`config.mk`:
```
export PLATFORM = sky130hd
export DESIGN_NAME = pe_request_queue
export DESIGN_NICKNAME = d
export VERILOG_FILES = /design/src/rtl/pe_request_queue.sv
export SDC_FILE = /design/constraint.sdc
export NUM_CORES = 1
export LEC_CHECK = 0
export CAP_MARGIN = 10
export CORE_MARGIN = 5
export CORE_UTILIZATION = 50
export CTS_CLUSTER_DIAMETER = 80
export DETAILED_ROUTE_END_ITERATION = 10
export GPL_TIMING_DRIVEN = 0
export PLACE_DENSITY = 0.64
export REMOVE_ABC_BUFFERS = 1
export SYNTH_ARGS = -nofsm -noshare
export SYNTH_HDL_FRONTEND = slang
export SYNTH_SLANG_ARGS = --single-unit
```
`constraint.sdc`:
```
create_clock -name clock -period 11.7 [get_ports clock]
set_clock_uncertainty 0.1 [all_clocks]
set_input_delay 2.34 -clock clock [delete_from_list [all_inputs] [get_ports clock]]
set_output_delay 2.34 -clock clock [all_outputs]
set_load 0.05 [all_outputs]
```
`src/rtl/pe_request_queue.sv`:
```
// ---------------------------------------------------------------------------
// pe_request_queue
//
// Request buffer and issue controller in front of the hash-table process
// engine. Host operations arrive over a valid/ready handshake and are held in
// a FIFO. They are issued to the engine one per cycle, in order. Issue stops
// while the engine stalls or while the in-flight count is at its cap. NOP
// requests are consumed at the input and are never stored.
//
// Optional feature (compile-time macro PE_RAW_FENCE_EN):
//   When this macro is defined, the key of the last issued insert is recorded.
//   A search to that key is held at the head of the queue until every
//   outstanding operation has completed. When the macro is undefined, no key
//   register is built and the head is never fenced.
//
// Ports:
//   clock, reset        single rising-edge clock, synchronous active-high reset
//   in_valid/in_ready   host handshake; in_ready = queue not full
//   in_opcode/key/wr_data  host request (opcode 0 = NOP, 1 = search, 2 = insert)
//   pe_input_valid      one-cycle issue strobe to the engine
//   pe_opcode/key/wr_data  issued request, all zero when not issuing
//   pe_stall            engine stall; no issue decision while high
//   pe_output_valid     engine completion strobe, one per operation
//   occupancy           number of stored FIFO entries
//   outstanding         number of issued, not yet completed operations
// ---------------------------------------------------------------------------
module pe_request_queue #(
   parameter int DEPTH           = 16,
   parameter int MAX_OUTSTANDING = 8,
   parameter int KEY_WIDTH       = 32,
   parameter int VAL_WIDTH       = 32,
   parameter int OPCODE_WIDTH    = 4
) (
   input  logic                                   clock,
   input  logic                                   reset,
   input  logic                                   in_valid,
   output logic                                   in_ready,
   input  logic [OPCODE_WIDTH-1:0]                in_opcode,
   input  logic [KEY_WIDTH-1:0]                   in_key,
   input  logic [VAL_WIDTH-1:0]                   in_wr_data,
   output logic                                   pe_input_valid,
   output logic [OPCODE_WIDTH-1:0]                pe_opcode,
   output logic [KEY_WIDTH-1:0]                   pe_key,
   output logic [VAL_WIDTH-1:0]                   pe_wr_data,
   input  logic                                   pe_stall,
   input  logic                                   pe_output_valid,
   output logic [$clog2(DEPTH+1)-1:0]             occupancy,
   output logic [$clog2(MAX_OUTSTANDING+1)-1:0]   outstanding
);

   localparam int PW = $clog2(DEPTH);
   localparam int CW = $clog2(DEPTH+1);
   localparam int OW = $clog2(MAX_OUTSTANDING+1);
   localparam int EW = OPCODE_WIDTH + KEY_WIDTH + VAL_WIDTH;

   localparam logic [CW-1:0]           FULL_CNT  = CW'(DEPTH);
   localparam logic [OW-1:0]           OUTS_CAP  = OW'(MAX_OUTSTANDING);
   localparam logic [OPCODE_WIDTH-1:0] OP_NOP    = '0;
   localparam logic [OPCODE_WIDTH-1:0] OP_INSERT = OPCODE_WIDTH'(2);

   // Entry layout: {opcode, key, wr_data}
   logic [EW-1:0]           mem_q [DEPTH];
   logic [PW-1:0]           wr_ptr_q, wr_ptr_d;
   logic [PW-1:0]           rd_ptr_q, rd_ptr_d;
   logic [CW-1:0]           count_q, count_d;
   logic [OW-1:0]           outs_q, outs_d;
   logic                    pe_valid_q, pe_valid_d;
   logic [OPCODE_WIDTH-1:0] pe_opcode_q, pe_opcode_d;
   logic [KEY_WIDTH-1:0]    pe_key_q, pe_key_d;
   logic [VAL_WIDTH-1:0]    pe_wr_data_q, pe_wr_data_d;

   logic [EW-1:0]           head;
   logic [OPCODE_WIDTH-1:0] head_opcode;
   logic [KEY_WIDTH-1:0]    head_key;
   logic [VAL_WIDTH-1:0]    head_wr_data;
   logic                    store;
   logic                    go;
   logic                    retire;
   logic                    fence_block;

   assign head         = mem_q[rd_ptr_q];
   assign head_opcode  = head[EW-1 -: OPCODE_WIDTH];
   assign head_key     = head[VAL_WIDTH +: KEY_WIDTH];
   assign head_wr_data = head[VAL_WIDTH-1:0];

`ifdef PE_RAW_FENCE_EN
   localparam logic [OPCODE_WIDTH-1:0] OP_SEARCH = OPCODE_WIDTH'(1);

   logic [KEY_WIDTH-1:0] fence_key_q, fence_key_d;
   logic                 fence_vld_q, fence_vld_d;

   // Read-after-write hazard: a search must not overtake an in-flight insert
   // to the same key, so it waits for the engine to drain completely.
   assign fence_block = fence_vld_q && (head_opcode == OP_SEARCH) &&
                        (head_key == fence_key_q) && (outs_q != '0);

   always_comb begin
      fence_key_d = fence_key_q;
      fence_vld_d = fence_vld_q;
      if (go && (head_opcode == OP_INSERT)) begin
         fence_key_d = head_key;
         fence_vld_d = 1'b1;
      end else if (outs_d == '0) begin
         fence_vld_d = 1'b0;
      end
   end

   always_ff @(posedge clock) begin
      if (reset) begin
         fence_key_q <= '0;
         fence_vld_q <= 1'b0;
      end else begin
         fence_key_q <= fence_key_d;
         fence_vld_q <= fence_vld_d;
      end
   end
`else
   assign fence_block = 1'b0;
`endif

   always_comb begin
      // Held low during reset so the host never sees a stale "ready".
      in_ready = !reset && (count_q != FULL_CNT);
      store    = in_valid && in_ready && (in_opcode != OP_NOP);
      // An entry written this cycle is not counted yet, so there is no bypass.
      go       = (count_q != '0) && !pe_stall && (outs_q < OUTS_CAP) && !fence_block;
      // A completion with nothing in flight is ignored.
      retire   = pe_output_valid && (outs_q != '0);

      wr_ptr_d = store ? wr_ptr_q + PW'(1) : wr_ptr_q;
      rd_ptr_d = go    ? rd_ptr_q + PW'(1) : rd_ptr_q;

      count_d = count_q;
      case ({store, go})
         2'b10:   count_d = count_q + CW'(1);
         2'b01:   count_d = count_q - CW'(1);
         default: count_d = count_q;
      endcase

      outs_d = outs_q;
      case ({go, retire})
         2'b10:   outs_d = outs_q + OW'(1);
         2'b01:   outs_d = outs_q - OW'(1);
         default: outs_d = outs_q;
      endcase

      pe_valid_d   = go;
      pe_opcode_d  = go ? head_opcode  : '0;
      pe_key_d     = go ? head_key     : '0;
      pe_wr_data_d = go ? head_wr_data : '0;
   end

   always_ff @(posedge clock) begin
      if (reset) begin
         wr_ptr_q     <= '0;
         rd_ptr_q     <= '0;
         count_q      <= '0;
         outs_q       <= '0;
         pe_valid_q   <= 1'b0;
         pe_opcode_q  <= '0;
         pe_key_q     <= '0;
         pe_wr_data_q <= '0;
      end else begin
         wr_ptr_q     <= wr_ptr_d;
         rd_ptr_q     <= rd_ptr_d;
         count_q      <= count_d;
         outs_q       <= outs_d;
         pe_valid_q   <= pe_valid_d;
         pe_opcode_q  <= pe_opcode_d;
         pe_key_q     <= pe_key_d;
         pe_wr_data_q <= pe_wr_data_d;
      end
   end

   // Storage is not reset; occupancy alone decides which entries are live.
   always_ff @(posedge clock) begin
      if (store) begin
         mem_q[wr_ptr_q] <= {in_opcode, in_key, in_wr_data};
      end
   end

   assign pe_input_valid = pe_valid_q;
   assign pe_opcode      = pe_opcode_q;
   assign pe_key         = pe_key_q;
   assign pe_wr_data     = pe_wr_data_q;
   assign occupancy      = count_q;
   assign outstanding    = outs_q;

endmodule
```
[After elaboration in Yosys (flattened, before gate mapping)]
Memory sizes are Yosys's and may differ from the RTL's. A register that Yosys moved wholly into a read port is not among the register bits.
Index checks and enable logic that the tools add are counted.
Cells by class
  equality and inequality tests: 5
  order comparisons: 1
  multiplexer cells: 4
  bitwise logic cells: 1
  reduce and logical (&&, ||, !) cells: 14
  $add $sub $neg: 6
Operators with widths (count)
  adder 4 x 1 -> 4 bit, second input constant: 3
  case mux 5 bit (2 select lines): 1
  case mux 4 bit (2 select lines): 1
  nonzero test 4 bit: 2
  logical AND 1 bit: 6
  adder 5 x 1 -> 5 bit, second input constant: 1
  inequality test 5 bit, second input constant: 1
  nonzero test 5 bit: 1
  subtractor 5 x 1 -> 5 bit, second input constant: 1
  equality test 2 x 1 -> 1 bit, second input constant: 2
  equality test 2 bit, second input constant: 2
  less-than comparator 4 bit, second input constant: 1
  nonzero test 2 bit: 2
  subtractor 4 x 1 -> 4 bit, second input constant: 1
  zero test 1 bit: 2
  two-way mux 1 bit: 2
  OR reduction 2 bit: 1
  inverter 1 bit: 1
Storage, ports and cells
  output and inout bits: 79
  memories: 1
  memory bits (writable): 1088
  logic and storage cells: 37
  bits in registers: 18
  input bits: 73
Memory list
  mem_q: words 16, bits a word 68, read ports 1, clocked after memory_dff 1, write ports 1, line 62  | logic [EW-1:0] mem_q [DEPTH];

[Longest topological paths before layout]
Gate-level depths: netlist of run 1.
  depth after elaboration: 6
  mapped depth: 12
  mapped depth without buffers: 10

[Least setup slack after synthesis of run 1]
No wires, ideal clock.
  path type: input-to-reg
  start point: input reset
  end point: memory mem_q[3][0] (netlist bit) (enable)
  stages on the path: 4
  required time: 11.023 ns
  data arrival time: 7.787 ns
  setup time: 0.577 ns
  path slack: 3.235 ns
  buffers on the path: 1
  cells stage by stage: buf_1 -> a211oi_2 -> nand2_1 -> nor3_1
Between the ends
  cells in the longest elaborated chain, start to end: 6
RTL lines
  from (decl): line 35  | input logic reset,
  zero test 1 bit: line 123  | in_ready = !reset && (count_q != FULL_CNT);
  logical AND 1 bit: line 123
  logical AND 1 bit (2 in a row): line 124  | store = in_valid && in_ready && (in_opcode != OP_NOP);
  two-way mux 1 bit: line 177  | if (store) begin
  two-way mux 1 bit (not written as such): line 178  | mem_q[wr_ptr_q] <= {in_opcode, in_key, in_wr_data};
  to (decl): line 62
Every way passes these cells.

[Worst setup path after layout of run 1]
  start point: input reset
  end point: output in_ready
Between the ends
  cells in the longest elaborated chain, start to end: 2
RTL lines
  zero test 1 bit: line 123
  logical AND 1 bit: line 123
  to (decl): line 37  | output logic in_ready,
Every way passes these cells.

==> impl_results.md, run 1 <==
* Outcome: finished, final reports clean
* Post-DRT Antenna Nets at 0
* Hold WC Path Type: register to register
* First-pass DRT Iterations at 5
* Commonest non-fill, non-tap cell in the layout: edfxtp_1
* GRT overflow at 0
* Row count at 108
* Ys async rst share at 0%
* Placed cell areas at 48400 um2
* Max Clock Freq at 147 MHz
* CP bufs+invs at 2
* Sequential fraction of the synthesis area at 78.2%
* Final hold vios at 0
* P_leak at 16.2 nW
* Mapped Avg Cell Area at 22.7 um2
* Pre-CTS setup slack at 4920 ps
* Clock Tree Root: clkbuf_16
* Maximum VDD drop at 0.000148 V
* Fillcell total at 6091
* Netlist area before placement at 44000 um2
* Ranking of synthesized cells by area: edfxtp_1 (74%), mux4_2 (14%), dfxtp_1 (3.9%)
* Avg WL per Cell at 27.0 um
* Fin crit share at 58.0%
* Setup TNS at 0 ps
* Slew Limit Fails at 0
* CP dominant cell by count: clkdlybuf4s50_1
* Initial antenna violation count at 5
* Power per cell area at 195 nW/um2
* GPL Wtd Cong at 0.684
* Clk_lat worst skew at 660 ps
* RR Endpoint: mem_q[3][29]
* Cells on worst reg2reg path at 8
* Level count of the clock H-tree at 3
* CP required at 9260 ps
* GRT Total Usage at 19.9%
* Syn-to-layout area delta at 19.1%
* Height of the die at 307 um
* Number of setup buffers added after CTS at 0
* Final min period at 6790 ps
* CTS tree: built
* Clock-pin slew on the worst setup and hold paths at 60 ps
* Arrival time at the worst endpoint at 4350 ps
* Critical path class: input pin to output port
* Die area at 94000 um2
* Final hold slack at 443 ps
* Core footprint at 87000 um2
* Area leader, netlist: edfxtp_1
* Final HPWL DP at 55.1 mm
* I/O Pins at 152
* Hold path cells at 2
* Ys flop type: edfxtp_1
* Hold Path Sink: outstanding[3]
* Crit. End Element: output port
* Setup WS post-layout at 4910 ps
* Seq cells post-synth at 1174
* Start point of the worst hold path: outstanding[3]
* Clock Tree Buf Depth at 3
* CTS Hold Bufs at 0
* CP max stage cell: clkdlybuf4s50_1
* Post-Route WL at 93.5 mm
* Worst Tran Pin Value at 979 ps
* Cell class contributing the biggest share of worst-path delay: buffers and inverters
* Fin area at 52400 um2
* Nets at 2297
* Starting density of the core at 50.6%
* Finish-stage setup viols at 0
* CP Max Fanout at 23
* RR Startpoint: occupancy[2]
* CP Cell Sequence: clkdlybuf4s50_1 -> a21oi_1 -> clkdlybuf4s50_1
* Via-per-instance ratio at 5.82
* Post-synth top area share at 74.3%
* Relative slew slack at 34.4%
* Post-route DRC at 0
* Die span in x at 307 um
* Largest net degree at the start of global routing at 59
* Clock Sinks at 1174
* Count of cell types in the netlist at 50
* Largest stage delay, worst path at 860 ps
* Max cap viols at 0
* Post-cts resize count at 0
* First-pass GRT wire length at 140 mm
* Post-Syn Instances at 1942
* Number of synthesis warnings at 0
* Setup crit start kind: input pin
* Via count at 20165
* Reg-to-reg slack, setup at 7850 ps
* RSZ-0062 raised after global routing: false
* Vias in the first global route at 21431
* IO Port Bufs at 151
* Commonest non-fill, non-tap cells in the layout: edfxtp_1 (1088), mux4_2 (272), clkdlybuf4s50_1 (151), clkbuf_16 (121), dfxtp_1 (83)
* Initial DRC count at 2083
* Post-synth EDFFs at 1088
* Share of layout cells above drive strength 1 at 28.7%
* Num CTS Buffers at 115
==> metrics by stage <==
step                      std cells  util, %  power [mW]
after detailed placement       3250     55.6        6.50
after global placement         3148     53.4        6.83
after floorplan                1842        -        6.22
after global routing           3465     60.2        10.6
after CTS                      3465     60.2        10.3
final                          3467     60.2        10.2
==> layer usage <==
layer | GRT usage, % | wire length [um] | up-vias
met4 | 4.40 | 1410 | 6
met3 | 3.19 | 5820 | 124
met1 | 29.9 | 40800 | 10737
li1 | - | - | 8646
met5 | 0 | 41 | -
met2 | 31.7 | 45400 | 652
==> where the power goes <==
group          internal (mW)  switching [mW]  leakage, nW  total, mW
logic                  0.716           0.839         3.77       1.56
clock network           2.33            1.49         1.97       3.82
registers               4.73          0.0983         10.5       4.83
==> final cells by class <==
class	instances	area (um2)	share of cell area (%)
diodes	2	5.00	0.00955
clock buffers	172	3440	6.56
clock inverters	43	552	1.05
inverters	9	33.8	0.0645
multi-input cells	659	9170	17.5
flip-flops and latches	1174	34400	65.6
well taps	1155	1450	2.76
repair buffers	253	3360	6.41
==> synthesized netlist by cell type, drive strengths merged (2+ instances only) <==
cell / n
a21oi: 9
nand2b: 6
nor3: 5
or3: 3
nor3b: 2
ha: 11
xor2: 8
dfxtp: 86
o2111ai: 2
mux2: 70
buf: 61
or4: 2
o31ai: 2
nor2: 27
clkbuf: 39
inv: 9
nand3: 2
edfxtp: 1088
mux2i: 73
mux4: 272
nand2: 75
o21ai: 71
and3: 2
==> sequential cells by signal, indices dropped and copies added (netlist names) <==
name and flops:
wr_ptr_q 4, occupancy 5, outstanding 4, rd_ptr_q 4, pe_input_valid 1, mem_q 1088
pe_key 32, pe_wr_data 32, pe_opcode 4
==> worst max-delay path by stage <==
stage / start / endpoint / slack, ps / cells past startpoint
after detailed placement: reset / in_ready / 4920 / 3
final: reset / in_ready / 4910 / 3
after global placement: rd_ptr_q[1] / pe_key[18] / -6320 / 3
after CTS: reset / in_ready / 4930 / 3
after floorplan: rd_ptr_q[1] / pe_wr_data[18] / -800 / 3
after global routing: reset / in_ready / 4820 / 3
==> cell families (layout without fill, tap and decap cells) <==
family,Yosys count,in the layout,share of synthesized area [%]
AOI/OAI and AO/OA,94,94,1.39
xor gates and xnor gates,9,9,0.179
adders and majority gates,12,12,0.358
buffers and inverters,109,477,1.26
DFF,1174,1174,78.2
muxes,415,415,17.4
other,0,2,0
and+or+nand+nor,129,129,1.27
==> worst reg2reg max path, cell delays in order, from the launching register on <==
cell and delay, ps:
dfxtp_1 550, nor4_1 140, a211oi_2 640, nand2_1 450, nor3_2 850, buf_8 250, buf_6 190, buf_6 160
buf_4 220
(Power assumes the default switching activity.)
==> inputs of run 2 (changes only) <==
- clock period: 11.7 -> 6.7 ns (I/O delays scaled with it)
==> results of run 2 <==
Same layout as run 1 (identical final DEF). Status: finished, final reports clean.
Among the figures that moved: setup slack after placement 4920 ps -> 1180 ps; setup slack after layout 4910 ps -> 1780 ps; start point of the critical path reset -> in_opcode[3]; end point of the critical path in_ready -> mem_q[3][29]; register-to-register setup slack 7850 ps -> 2850 ps; total power 10.2 mW -> 17.8 mW; worst IR drop on VDD 0.000148 V -> 0.000259 V
